## src/rtl/vp_train_queue_pkg.sv

```systemverilog
// Shared types for the value-prediction training queue.
`ifndef P_CONF_WIDTH
`define P_CONF_WIDTH 3
`endif

package vp_train_queue_pkg;

    localparam int unsigned CONF_W = `P_CONF_WIDTH;
    localparam int unsigned XLEN   = 32;
    localparam int unsigned LANES  = 2;
    localparam int unsigned DROP_W = 16;

    // Retired prediction info, two lanes per cycle (lane 1 is younger)
    typedef struct packed {
        logic [LANES-1:0]             valid;
        logic [LANES-1:0]             misp;
        logic [LANES-1:0][XLEN-1:0]   pc;
        logic [LANES-1:0][XLEN-1:0]   result;
        logic [LANES-1:0][XLEN-1:0]   actual;
        logic [LANES-1:0][CONF_W-1:0] conf;
    } vp_pkt_t;

    // One training update headed for the value-predictor table
    typedef struct packed {
        logic [XLEN-1:0]   pc;
        logic [XLEN-1:0]   value;
        logic [CONF_W-1:0] conf;
    } vp_upd_pkt_t;

    // Saturating add of up to two drops onto the 16-bit drop counter
    function automatic logic [DROP_W-1:0] sat_add_drop(input logic [DROP_W-1:0] a,
                                                       input logic [1:0]        b);
        logic [DROP_W:0] s;
        s = {1'b0, a} + (DROP_W+1)'(b);
        return s[DROP_W] ? {DROP_W{1'b1}} : s[DROP_W-1:0];
    endfunction

endpackage

```

## src/rtl/vp_train_queue_if.sv

```systemverilog
// Table-update handshake plus queue status between the training queue and the VP table.
interface vp_train_queue_if
    import vp_train_queue_pkg::*;
#(
    parameter int unsigned DEPTH      = 4,
    parameter int unsigned CONF_WIDTH = CONF_W
);
    localparam int unsigned CNT_W = $clog2(DEPTH) + 1;

    logic                  upd_valid;
    logic                  upd_ready;
    logic [XLEN-1:0]       upd_pc;
    logic [XLEN-1:0]       upd_value;
    logic [CONF_WIDTH-1:0] upd_conf;
    logic [CNT_W-1:0]      upd_count;
    logic [DROP_W-1:0]     drop_cnt;

    modport master (
        output upd_valid, upd_pc, upd_value, upd_conf, upd_count, drop_cnt,
        input  upd_ready
    );

    modport slave (
        input  upd_valid, upd_pc, upd_value, upd_conf, upd_count, drop_cnt,
        output upd_ready
    );

endinterface

```

## src/rtl/vp_upd_fifo.sv

```systemverilog
// 2-write/1-read FIFO of training updates with occupancy and free-slot count.
module vp_upd_fifo
    import vp_train_queue_pkg::*;
#(
    parameter int unsigned DEPTH = 4
) (
    input  logic                         clk,
    input  logic                         rst_l,
    input  logic [1:0]                   wr_en,     // thermometer: bit1 only with bit0
    input  vp_upd_pkt_t                  wr_data0,
    input  vp_upd_pkt_t                  wr_data1,
    input  logic                         rd_en,
    output vp_upd_pkt_t                  head,
    output logic                         valid,
    output logic [$clog2(DEPTH):0]       count,
    output logic [$clog2(DEPTH):0]       free_c
);
    localparam int unsigned PTR_W = $clog2(DEPTH);
    localparam int unsigned CNT_W = PTR_W + 1;

    vp_upd_pkt_t      mem [DEPTH];
    logic [PTR_W-1:0] wptr_q;
    logic [PTR_W-1:0] rptr_q;
    logic [CNT_W-1:0] count_q;
    logic [CNT_W-1:0] count_nxt;
    logic [CNT_W-1:0] nwr;
    logic             valid_q;
    logic             rd;

    // Occupancy bookkeeping; a read is only honoured when an entry is present
    always_comb begin
        rd        = rd_en & valid_q;
        nwr       = CNT_W'(wr_en[0]) + CNT_W'(wr_en[1]);
        count_nxt = count_q + nwr - CNT_W'(rd);
        free_c    = CNT_W'(DEPTH) - count_q + CNT_W'(rd);
    end

    // Storage; entries are cleared on reset so the head reads zero
    always_ff @(posedge clk or negedge rst_l) begin
        if (!rst_l) begin
            for (int i = 0; i < int'(DEPTH); i++) begin
                mem[i] <= '0;
            end
        end else begin
            if (wr_en[0]) mem[wptr_q] <= wr_data0;
            if (wr_en[1]) mem[wptr_q + PTR_W'(1)] <= wr_data1;
        end
    end

    // Pointers wrap modulo DEPTH; the separate counter disambiguates full/empty
    always_ff @(posedge clk or negedge rst_l) begin
        if (!rst_l) begin
            wptr_q  <= '0;
            rptr_q  <= '0;
            count_q <= '0;
            valid_q <= 1'b0;
        end else begin
            wptr_q  <= wptr_q + PTR_W'(nwr);
            rptr_q  <= rptr_q + PTR_W'(rd);
            count_q <= count_nxt;
            valid_q <= (count_nxt != '0);
        end
    end

    assign head  = mem[rptr_q];
    assign valid = valid_q;
    assign count = count_q;

endmodule

```

## src/rtl/vp_train_queue.sv

```systemverilog
// Value-prediction training queue: computes per-lane updates, coalesces, buffers, drains.
module vp_train_queue
    import vp_train_queue_pkg::*;
#(
    parameter int unsigned DEPTH      = 4,
    parameter int unsigned CONF_WIDTH = CONF_W
) (
    input  logic                    clk,
    input  logic                    rst_l,
    input  vp_pkt_t                 vp_pkt,
    vp_train_queue_if.master        upd
);
    localparam int unsigned CNT_W = $clog2(DEPTH) + 1;

    vp_upd_pkt_t           lane_upd [LANES];
    logic [CONF_WIDTH-1:0] conf_in  [LANES];
    logic [CONF_WIDTH-1:0] conf_out [LANES];
    logic                  coalesce;
    logic                  cand0;
    logic                  cand1;
    vp_upd_pkt_t           slot0;
    vp_upd_pkt_t           slot1;
    logic [1:0]            n_cand;
    logic [1:0]            n_acc;
    logic [1:0]            n_drop;
    logic [1:0]            wr_en;
    logic                  rd_en;
    vp_upd_pkt_t           head;
    logic                  fifo_valid;
    logic [CNT_W-1:0]      fifo_count;
    logic [CNT_W-1:0]      fifo_free;
    logic [DROP_W-1:0]     drop_q;

    // New value/confidence per lane: misprediction resets, hit bumps with saturation
    always_comb begin
        for (int i = 0; i < int'(LANES); i++) begin
            conf_in[i]  = CONF_WIDTH'(vp_pkt.conf[i]);
            conf_out[i] = '0;
            if (!vp_pkt.misp[i]) begin
                conf_out[i] = (&conf_in[i]) ? conf_in[i] : conf_in[i] + CONF_WIDTH'(1);
            end
            lane_upd[i].pc    = vp_pkt.pc[i];
            lane_upd[i].value = vp_pkt.misp[i] ? vp_pkt.actual[i] : vp_pkt.result[i];
            lane_upd[i].conf  = CONF_W'(conf_out[i]);
        end
    end

    // Coalesce same-PC lanes, compact candidates oldest-first, accept what fits
    always_comb begin
        coalesce = vp_pkt.valid[0] & vp_pkt.valid[1] & (vp_pkt.pc[0] == vp_pkt.pc[1]);
        cand0    = vp_pkt.valid[0] & ~coalesce;
        cand1    = vp_pkt.valid[1];
        slot0    = cand0 ? lane_upd[0] : lane_upd[1];
        slot1    = lane_upd[1];
        n_cand   = 2'(cand0) + 2'(cand1);
        n_acc    = n_cand;
        if (CNT_W'(n_cand) > fifo_free) begin
            n_acc = 2'(fifo_free);
        end
        n_drop   = n_cand - n_acc;
        wr_en    = {n_acc[1], n_acc[1] | n_acc[0]};
        rd_en    = fifo_valid & upd.upd_ready;
    end

    vp_upd_fifo #(
        .DEPTH (DEPTH)
    ) u_fifo (
        .clk      (clk),
        .rst_l    (rst_l),
        .wr_en    (wr_en),
        .wr_data0 (slot0),
        .wr_data1 (slot1),
        .rd_en    (rd_en),
        .head     (head),
        .valid    (fifo_valid),
        .count    (fifo_count),
        .free_c   (fifo_free)
    );

    // Saturating count of updates rejected for lack of space
    always_ff @(posedge clk or negedge rst_l) begin
        if (!rst_l) begin
            drop_q <= '0;
        end else begin
            drop_q <= sat_add_drop(drop_q, n_drop);
        end
    end

    assign upd.upd_valid = fifo_valid;
    assign upd.upd_pc    = head.pc;
    assign upd.upd_value = head.value;
    assign upd.upd_conf  = head.conf;
    assign upd.upd_count = fifo_count;
    assign upd.drop_cnt  = drop_q;

endmodule

```

## src/flat_wrapper.sv

```systemverilog
// flat-port wrapper written by rule: the top's interface ports become plain ports
module vp_train_queue_flat import vp_train_queue_pkg::*;
#(
    parameter int unsigned DEPTH      = 4,
    parameter int unsigned CONF_WIDTH = CONF_W
)
  (clk, rst_l, vp_pkt, upd_upd_valid, upd_upd_pc, upd_upd_value, upd_upd_conf, upd_upd_count, upd_drop_cnt, upd_upd_ready);
  vp_train_queue_if #(.DEPTH(DEPTH), .CONF_WIDTH(CONF_WIDTH)) upd_i ();
  input  logic clk;
  input  logic rst_l;
  input  vp_pkt_t vp_pkt;
  output wire logic [$bits(upd_i.upd_valid)-1:0] upd_upd_valid;
  output wire logic [$bits(upd_i.upd_pc)-1:0] upd_upd_pc;
  output wire logic [$bits(upd_i.upd_value)-1:0] upd_upd_value;
  output wire logic [$bits(upd_i.upd_conf)-1:0] upd_upd_conf;
  output wire logic [$bits(upd_i.upd_count)-1:0] upd_upd_count;
  output wire logic [$bits(upd_i.drop_cnt)-1:0] upd_drop_cnt;
  input wire logic [$bits(upd_i.upd_ready)-1:0] upd_upd_ready;
  assign upd_upd_valid = upd_i.upd_valid;
  assign upd_upd_pc = upd_i.upd_pc;
  assign upd_upd_value = upd_i.upd_value;
  assign upd_upd_conf = upd_i.upd_conf;
  assign upd_upd_count = upd_i.upd_count;
  assign upd_drop_cnt = upd_i.drop_cnt;
  assign upd_i.upd_ready = upd_upd_ready;
  vp_train_queue #(.DEPTH(DEPTH), .CONF_WIDTH(CONF_WIDTH)) u_core (.clk(clk), .rst_l(rst_l), .vp_pkt(vp_pkt), .upd(upd_i));
endmodule
```

## config.mk

```make
export PLATFORM = sky130hd
export DESIGN_NAME = vp_train_queue_flat
export DESIGN_NICKNAME = d
export VERILOG_FILES = /design/src/rtl/vp_train_queue_pkg.sv /design/src/rtl/vp_train_queue_if.sv /design/src/rtl/vp_upd_fifo.sv /design/src/rtl/vp_train_queue.sv /design/src/flat_wrapper.sv
export SDC_FILE = /design/constraint.sdc
export NUM_CORES = 1
export LEC_CHECK = 0
export CAP_MARGIN = 20
export CORE_ASPECT_RATIO = 0.7
export CORE_MARGIN = 4
export CORE_UTILIZATION = 45
export CTS_BUF_LIST = sky130_fd_sc_hd__clkbuf_16
export CTS_CLUSTER_SIZE = 25
export DETAILED_ROUTE_END_ITERATION = 12
export PLACE_DENSITY = 0.77
export SYNTH_ARGS = -nofsm -noshare
export SYNTH_HDL_FRONTEND = slang
export SYNTH_SLANG_ARGS = --single-unit
export TNS_END_PERCENT = 50
```

## constraint.sdc

```tcl
create_clock -name clk -period 6.5 [get_ports clk]
set_clock_uncertainty 0.1 [all_clocks]
set_input_delay 1.3 -clock clk [delete_from_list [all_inputs] [get_ports clk]]
set_output_delay 1.3 -clock clk [all_outputs]
set_load 0.03 [all_outputs]
```

== Yosys cells after proc, flatten, opt, wreduce, memory -nomap -nowiden ==
Cells that the tools add are included.
Storage, ports and cells
  word-level logic and storage cells: 72
  input port bits: 205
  register bits: 292
  output and inout port bits: 87
Operators by class
  eq/ne operators: 1
  order comparisons: 6
  reduce and logical (&&, ||, !) cells: 5
  mux-type cells: 20
  $add $sub $neg: 13
  bitwise gates (word level): 10
Operator list (number)
  $bwmux 268: 2
  $mux 268: 2
  $mux 67: 5
  $demux 67 s2: 2
  $bmux 67 s2: 1
  $mux 32: 2
  $eq 32x32->1: 1
  $add 16x2->17: 1
  $mux 16: 1
  $mux 3: 4
  $ge 3x3->1 const B: 3
  $not 2->3: 3
  $add 3x1->3 const B: 2
  $lt 3x1->1 const B: 2
  $reduce_and 3->1: 2
  $and 1x1->1: 5
  $add 1x1->2: 2
  $add 3x1->3: 1
  $add 3x2->3: 1
  $gt 2x3->1: 1
  $reduce_bool 3->1: 1
  $sub 3x1->3: 1
  $sub 3x3->3 const A: 1
  $add 2x1->2: 1
  7 further kinds: 8

== Longest topological paths before layout ==
Gate-level depths: netlist of the first run.
  depth in word-level cells: 12
  depth in mapped cells: 23
  gate-level depth less buffers: 22

== Hierarchy ==
From an unflattened synthesis of the first run, not the netlist that was laid out.
Second synthesis, totals
  cells, all modules: 1851
  area total of the unflattened synthesis: 19497.4 µm²
By module, submodules not included
  vp_upd_fifo: sequential area each 6906.6 µm², area each 16544.6 µm², cells each 1548, times used 1
  vp_train_queue: sequential area each 400.4 µm², area each 2952.8 µm², cells each 303, times used 1

== Worst setup path after synthesis of the first run ==
No wires, ideal clock.
  kind: input -> register
  start point: input vp_pkt[180] (netlist name)
  end point: register u_core.u_fifo.valid_q (netlist: u_core.u_fifo.valid)
  library setup time: 0.131 ns
  cell stages on the path: 21
  slack: 0.675 ns
  arrival time: 5.593 ns
  cell sequence: xor2_1 > nor4_1 > and3_1 > clkbuf_1 > nand3_4 > and2_1 > ha_1 > inv_1 > ha_1 > nor2b_1 > o31a_1 > nor2_1 > and2_1 > inv_1 > ha_1 > inv_1 > ha_1 > fa_1 > xnor2_1 > xnor2_1 > or3_1
On the way
  longest elaborated chain between the ends: 12
Ends and longest elaborated chain
  from (decl): RTL line flat_wrapper.sv:11  | input vp_pkt_t vp_pkt;
  $eq 32x32->1 (*): RTL line vp_train_queue.sv:50  | coalesce = vp_pkt.valid[0] & vp_pkt.valid[1] & (vp_pkt.pc[0] == vp_pkt.pc[1]);
  $and 1x1->1 (*): RTL line vp_train_queue.sv:50
  $not 1->1 (*): RTL line vp_train_queue.sv:51  | cand0 = vp_pkt.valid[0] & ~coalesce;
  $and 1x1->1 (*): RTL line vp_train_queue.sv:51
  $add 1x1->2 (*): RTL line vp_train_queue.sv:55  | n_cand = 2'(cand0) + 2'(cand1);
  $gt 2x3->1: RTL line vp_train_queue.sv:57  | if (CNT_W'(n_cand) > fifo_free) begin
  $mux 2 (*): RTL line vp_train_queue.sv:57
  $or 1x1->1: RTL line vp_train_queue.sv:61  | wr_en = {n_acc[1], n_acc[1] | n_acc[0]};
  $add 1x1->2 (*): RTL line vp_upd_fifo.sv:33  | nwr = CNT_W'(wr_en[0]) + CNT_W'(wr_en[1]);
  $add 3x2->3 (*): RTL line vp_upd_fifo.sv:34  | count_nxt = count_q + nwr - CNT_W'(rd);
  $sub 3x1->3 (*): RTL line vp_upd_fifo.sv:34
  named net u_core.u_fifo.count_nxt[2]: RTL line vp_upd_fifo.sv:25  | logic [CNT_W-1:0] count_nxt;
  $reduce_bool 3->1 (*): RTL line vp_upd_fifo.sv:61  | valid_q <= (count_nxt != '0);
  to (signal assigned): RTL line vp_upd_fifo.sv:61
  to (decl): RTL line vp_upd_fifo.sv:27  | logic valid_q;
The timed path passes the listed nets; every way through them passes the cells marked *.

== Worst setup path in the final report of the first run ==
  start point: input vp_pkt[175] (netlist name)
  end point: register u_core.drop_q[4] (netlist: u_core.upd.drop_cnt[4])
On the way
  longest elaborated chain between the ends: 10
Ends and longest elaborated chain
  $eq 32x32->1 (*): RTL line vp_train_queue.sv:50
  $and 1x1->1 (*): RTL line vp_train_queue.sv:50
  $not 1->1 (*): RTL line vp_train_queue.sv:51
  $and 1x1->1 (*): RTL line vp_train_queue.sv:51
  $add 1x1->2 (*): RTL line vp_train_queue.sv:55
  $gt 2x3->1: RTL line vp_train_queue.sv:57
  $mux 2: RTL line vp_train_queue.sv:57
  $sub 2x2->2 (*): RTL line vp_train_queue.sv:60  | n_drop = n_cand - n_acc;
  $add 16x2->17 (*): RTL line vp_train_queue_pkg.sv:34  | s = {1'b0, a} + (DROP_W+1)'(b);
  $mux 16 (*): RTL line vp_train_queue_pkg.sv:35  | return s[DROP_W] ? {DROP_W{1'b1}} : s[DROP_W-1:0];
  to (signal assigned): RTL line vp_train_queue.sv:85  | drop_q <= sat_add_drop(drop_q, n_drop);
  to (decl): RTL line vp_train_queue.sv:32  | logic [DROP_W-1:0] drop_q;
Mark *: on every way between the ends. The rest lies on a longest branch, timed or not.

==> results of run 1 <==
path summary, 6_finish.rpt:
path	to	startpoint	slack, ns	cells after the start
worst max-delay path	u_core.upd.drop_cnt[4]	vp_pkt[175]	0.43	21
worst min-delay path	u_core.u_fifo.mem[67]	u_core.u_fifo.mem[67]	0.41	2
min in group asynchronous	u_core.u_fifo.mem[154]	rst_l	0.65	1
worst min register to register	u_core.u_fifo.mem[67]	u_core.u_fifo.mem[67]	0.41	2
worst max register to register	u_core.upd.drop_cnt[4]	u_core.u_fifo.valid	2.60	16
max in group asynchronous	u_core.u_fifo.mem[123]	rst_l	4.10	2
cell type report:
class | count | share of cell area, %
Clock inverter | 21 | 0.565
Sequential cell | 292 | 35.9
Inverter | 10 | 0.184
Multi-Input combinational cell | 1058 | 39.5
Clock buffer | 31 | 3.81
Antenna cell | 3 | 0.0369
Tap cell | 472 | 2.90
Timing Repair Buffer | 349 | 17.1
worst min-delay path, cell delays in order (launching register included):
cell and delay, ns:
dfrtp_1 0.36, a32oi_1 0.06, o31ai_1 0.06
layer usage:
layer / share of wire [%] / routed length, µm
met1: 39 / 22200
met2: 47 / 26200
met3: 12 / 6550
met4: 2.3 / 1270
met5: 0.062 / 35
cell families after synthesis:
group	synth area share (%)
AND/OR/NAND/NOR	8.40
XOR/XNOR	2.91
AO/OA/AOI/OAI	23.7
multiplexers	13.5
flip-flops	45.8
buffers and inverters	4.18
adder cells (fa/ha/maj)	1.43
cell usage in the layout, fill, tap and decap left out, types with 7 or more instances in the layout:
master and count:
o22ai_1 129, nand2_1 57, clkdlybuf4s50_1 287, a21oi_1 132, nor2b_1 36, nand3_1 8
o21ai_0 8, and3_1 7, clkbuf_16 31, nand4_1 10, nor2_1 141, ha_1 15
mux4_2 67, inv_1 17, dfrtp_1 290, buf_12 11, xnor2_1 37, buf_4 47
clkinv_1 8, mux2i_1 64, o31ai_1 8, xor2_1 16, a31oi_1 131, a22oi_1 7
o2bb2ai_1 128
through the flow:
| stage | total power [mW] | util, % | setup WS [ns] | setup TNS [ns] |
|---|---|---|---|---|
| after floorplan | 7.35 | - | 0.675 | 0 |
| after CTS | 11.4 | 58.5 | 0.492 | 0 |
| after detailed placement | 9.77 | 55.9 | -0.0599 | -0.229 |
| after global placement | 9.58 | 55.9 | 0.0309 | 0 |
| after global routing | 12.1 | 58.5 | 0.182 | 0 |
| final | 11.5 | 58.5 | 0.433 | 0 |
flip-flops by register name (all words and copies together) (netlist names):
name	flops
u_core.upd.drop_cnt	16
u_core.u_fifo.wptr_q	2
u_core.u_fifo.rptr_q	2
u_core.u_fifo.valid	1
u_core.u_fifo.count	3
u_core.u_fifo.mem	268
report_power, final:
| group | switching [mW] | internal [mW] |
|---|---|---|
| logic | 3.80 | 2.74 |
| clock network | 0.740 | 0.892 |
| registers | 0.608 | 2.70 |
==> impl_metrics.py, run 1 <==
metrics = {
    "power": {
        "power.static_leakage_nw": 7.72,
        "pwr_density_cell_mw_per_mm2": 564,
        "ir_drop_mv": 0.282,
    },
    "clock_network": {
        "postCtsSetupRepairBufs": 0,
        "cts.hold.buffers_added": 0,
        "worstSkewPairLatency_ns": 0.55,
        "cts_sinks": 292,
        "cts_tree": "yes",
        "clkSlewWorstSetupHoldPaths_ns": 0.06,
        "clockBufferDepth": 3,
        "cts.repair.resized": 0,
        "htree_depth": 1,
        "cts-root-buf": "clkbuf_16",
        "numCtsBuffers": 30,
    },
    "sta": {
        "maxSlewViolCount": 0,
        "finalHoldViolations": 0,
        "setup_viol": 0,
        "worst_rel_slew_slack_pct": 28.9,
        "worst-slew-pin-transition_ns": 1.07,
        "fin_worst_hold_slack_ns": 0.411,
        "post-route-min-period_ns": 6.07,
        "grt_setup_unrepaired": "no",
        "post-route-period-util_pct": 93.3,
        "max_freq_mhz": 165,
    },
    "logic_synthesis": {
        "synth.cell_area_mm2": 0.0159,
        "synth-warning-count": 0,
        "synth_area_per_cell_um2": 10.6,
        "yosysUniqueCellTypes": 49,
        "synth_top_cell_area_share_pct": 45.8,
        "ys_top_cells_by_count": "292 x dfrtp_1, 141 x nor2_1, 132 x a21oi_1, 132 x a31oi_1, 129 x o22ai_1",
        "synthFlopType": "dfrtp_1",
        "ys_top_cells_by_area": "dfrtp_1 46%, mux4_2 9.5%, o2bb2ai_1 7.0%",
        "synth.net_count": 1722,
        "synthCells": 1500,
        "yosys.area.top_type": "dfrtp_1",
        "synth_async_sr_flop_share_pct": 100,
        "post-synth-top-count-cell": "dfrtp_1",
        "synth_enable_flop_cells": 0,
        "synth-seq-cells": 292,
        "seq_area_frac_synth_pct": 45.8,
    },
    "die": {
        "starting_utilization_of_the_core_area_pct": 45.8,
        "die-area_mm2": 0.0386,
        "core_rows": 57,
        "coreArea_mm2": 0.0348,
        "chipWidth_um": 233,
        "top_level_ports": 292,
        "die_height_um": 166,
    },
    "setup_path": {
        "critical_path.max_fanout": 13,
        "worst_setup_path_start_kind": "input port",
        "cp-end-kind": "flop",
        "crit_family": "simple AND/OR/NAND/NOR gates",
        "cp.buffers_inverters": 2,
        "arrival_ns": 6.43,
        "setup.worst_path.class": "input port to flop",
        "cpPeakStageDelay_ns": 0.60,
        "crit_slowest_cell": "or3_1",
        "cp_cell_sequence": "clkdlybuf4s50_1 > xnor2_1 > nand4_1 > nor4_4 > nand3_4 > and2_1 > ha_1 > inv_1 > ha_1 > o21ba_2 > o21ai_0 > nand2_1 > nand2_1 > o21ai_0 > ha_1 > xor2_1 > xnor2_1 > fa_1 > nand4_1 > or3_1 > o21ai_0",
        "worstPathRequired_ns": 6.86,
    },
    "cells_and_area": {
        "finish.instance_area_mm2": 0.0204,
        "synthToLayoutAreaGrowth_pct": 27.6,
        "total_area_of_multi_input_combinational_cells_mm2": 0.00804,
        "fill_cells": 2909,
        "finalNonFillerCells": 2236,
        "finalNetCount": 1963,
        "layout.area.seq_mm2": 0.00731,
        "drive_above_1_share_pct": 10.8,
    },
    "global_route": {
        "grt_max_degree": 123,
        "first_global_vias": 15100,
        "number_of_antenna_violations_at_the_first_check_in_global_routing": 5,
        "global_route_wire_length_before_repair_um": 86100,
        "gr_layer_usage_met1_pct": 38.9,
        "busiest_layer": "met2",
        "met2_demand_to_capacity_share_in_global_routing_pct": 45.2,
        "met3_usage_pct": 7.27,
        "grt_use_total_pct": 28.4,
        "grt-ovfl-total": 0,
    },
    "run": {
        "cap_viol_max_count": 0,
    },
    "min_path": {
        "hp-class": "flop to flop",
    },
    "detailed_routing": {
        "final_wl_um": 56200,
        "post_drt_wl_per_cell_um": 25.1,
        "dr.first_iter.drc_count": 1709,
        "vias": 14800,
        "vias_per_cell": 6.60,
        "drtPass1Iterations": 6,
        "detail_route.drc_violations": 0,
        "antenna_violating_nets_post_route": 0,
    },
    "placed_design": {
        "postPlaceCellArea_mm2": 0.0195,
        "placed_cells_incl_taps": 2181,
        "gpl.final_weighted_congestion": 0.857,
        "port_buffers": 291,
        "dpl.hpwl_um": 35100,
    },
    "run_status": {
        "result_of_the_run": "finished clean",
    },
}
Note: power is estimated with default switching activity, not from simulation.
==> inputs of run 2 (changes only) <==
--- a/config.mk
+++ b/config.mk
@@ -5,7 +5,6 @@
 export SDC_FILE = /design/constraint.sdc
 export NUM_CORES = 1
 export LEC_CHECK = 0
-export CAP_MARGIN = 20
 export CORE_ASPECT_RATIO = 0.7
 export CORE_MARGIN = 4
 export CORE_UTILIZATION = 45
==> results of run 2 <==
The final DEF is identical to that of run 1; final timing and power are the same.
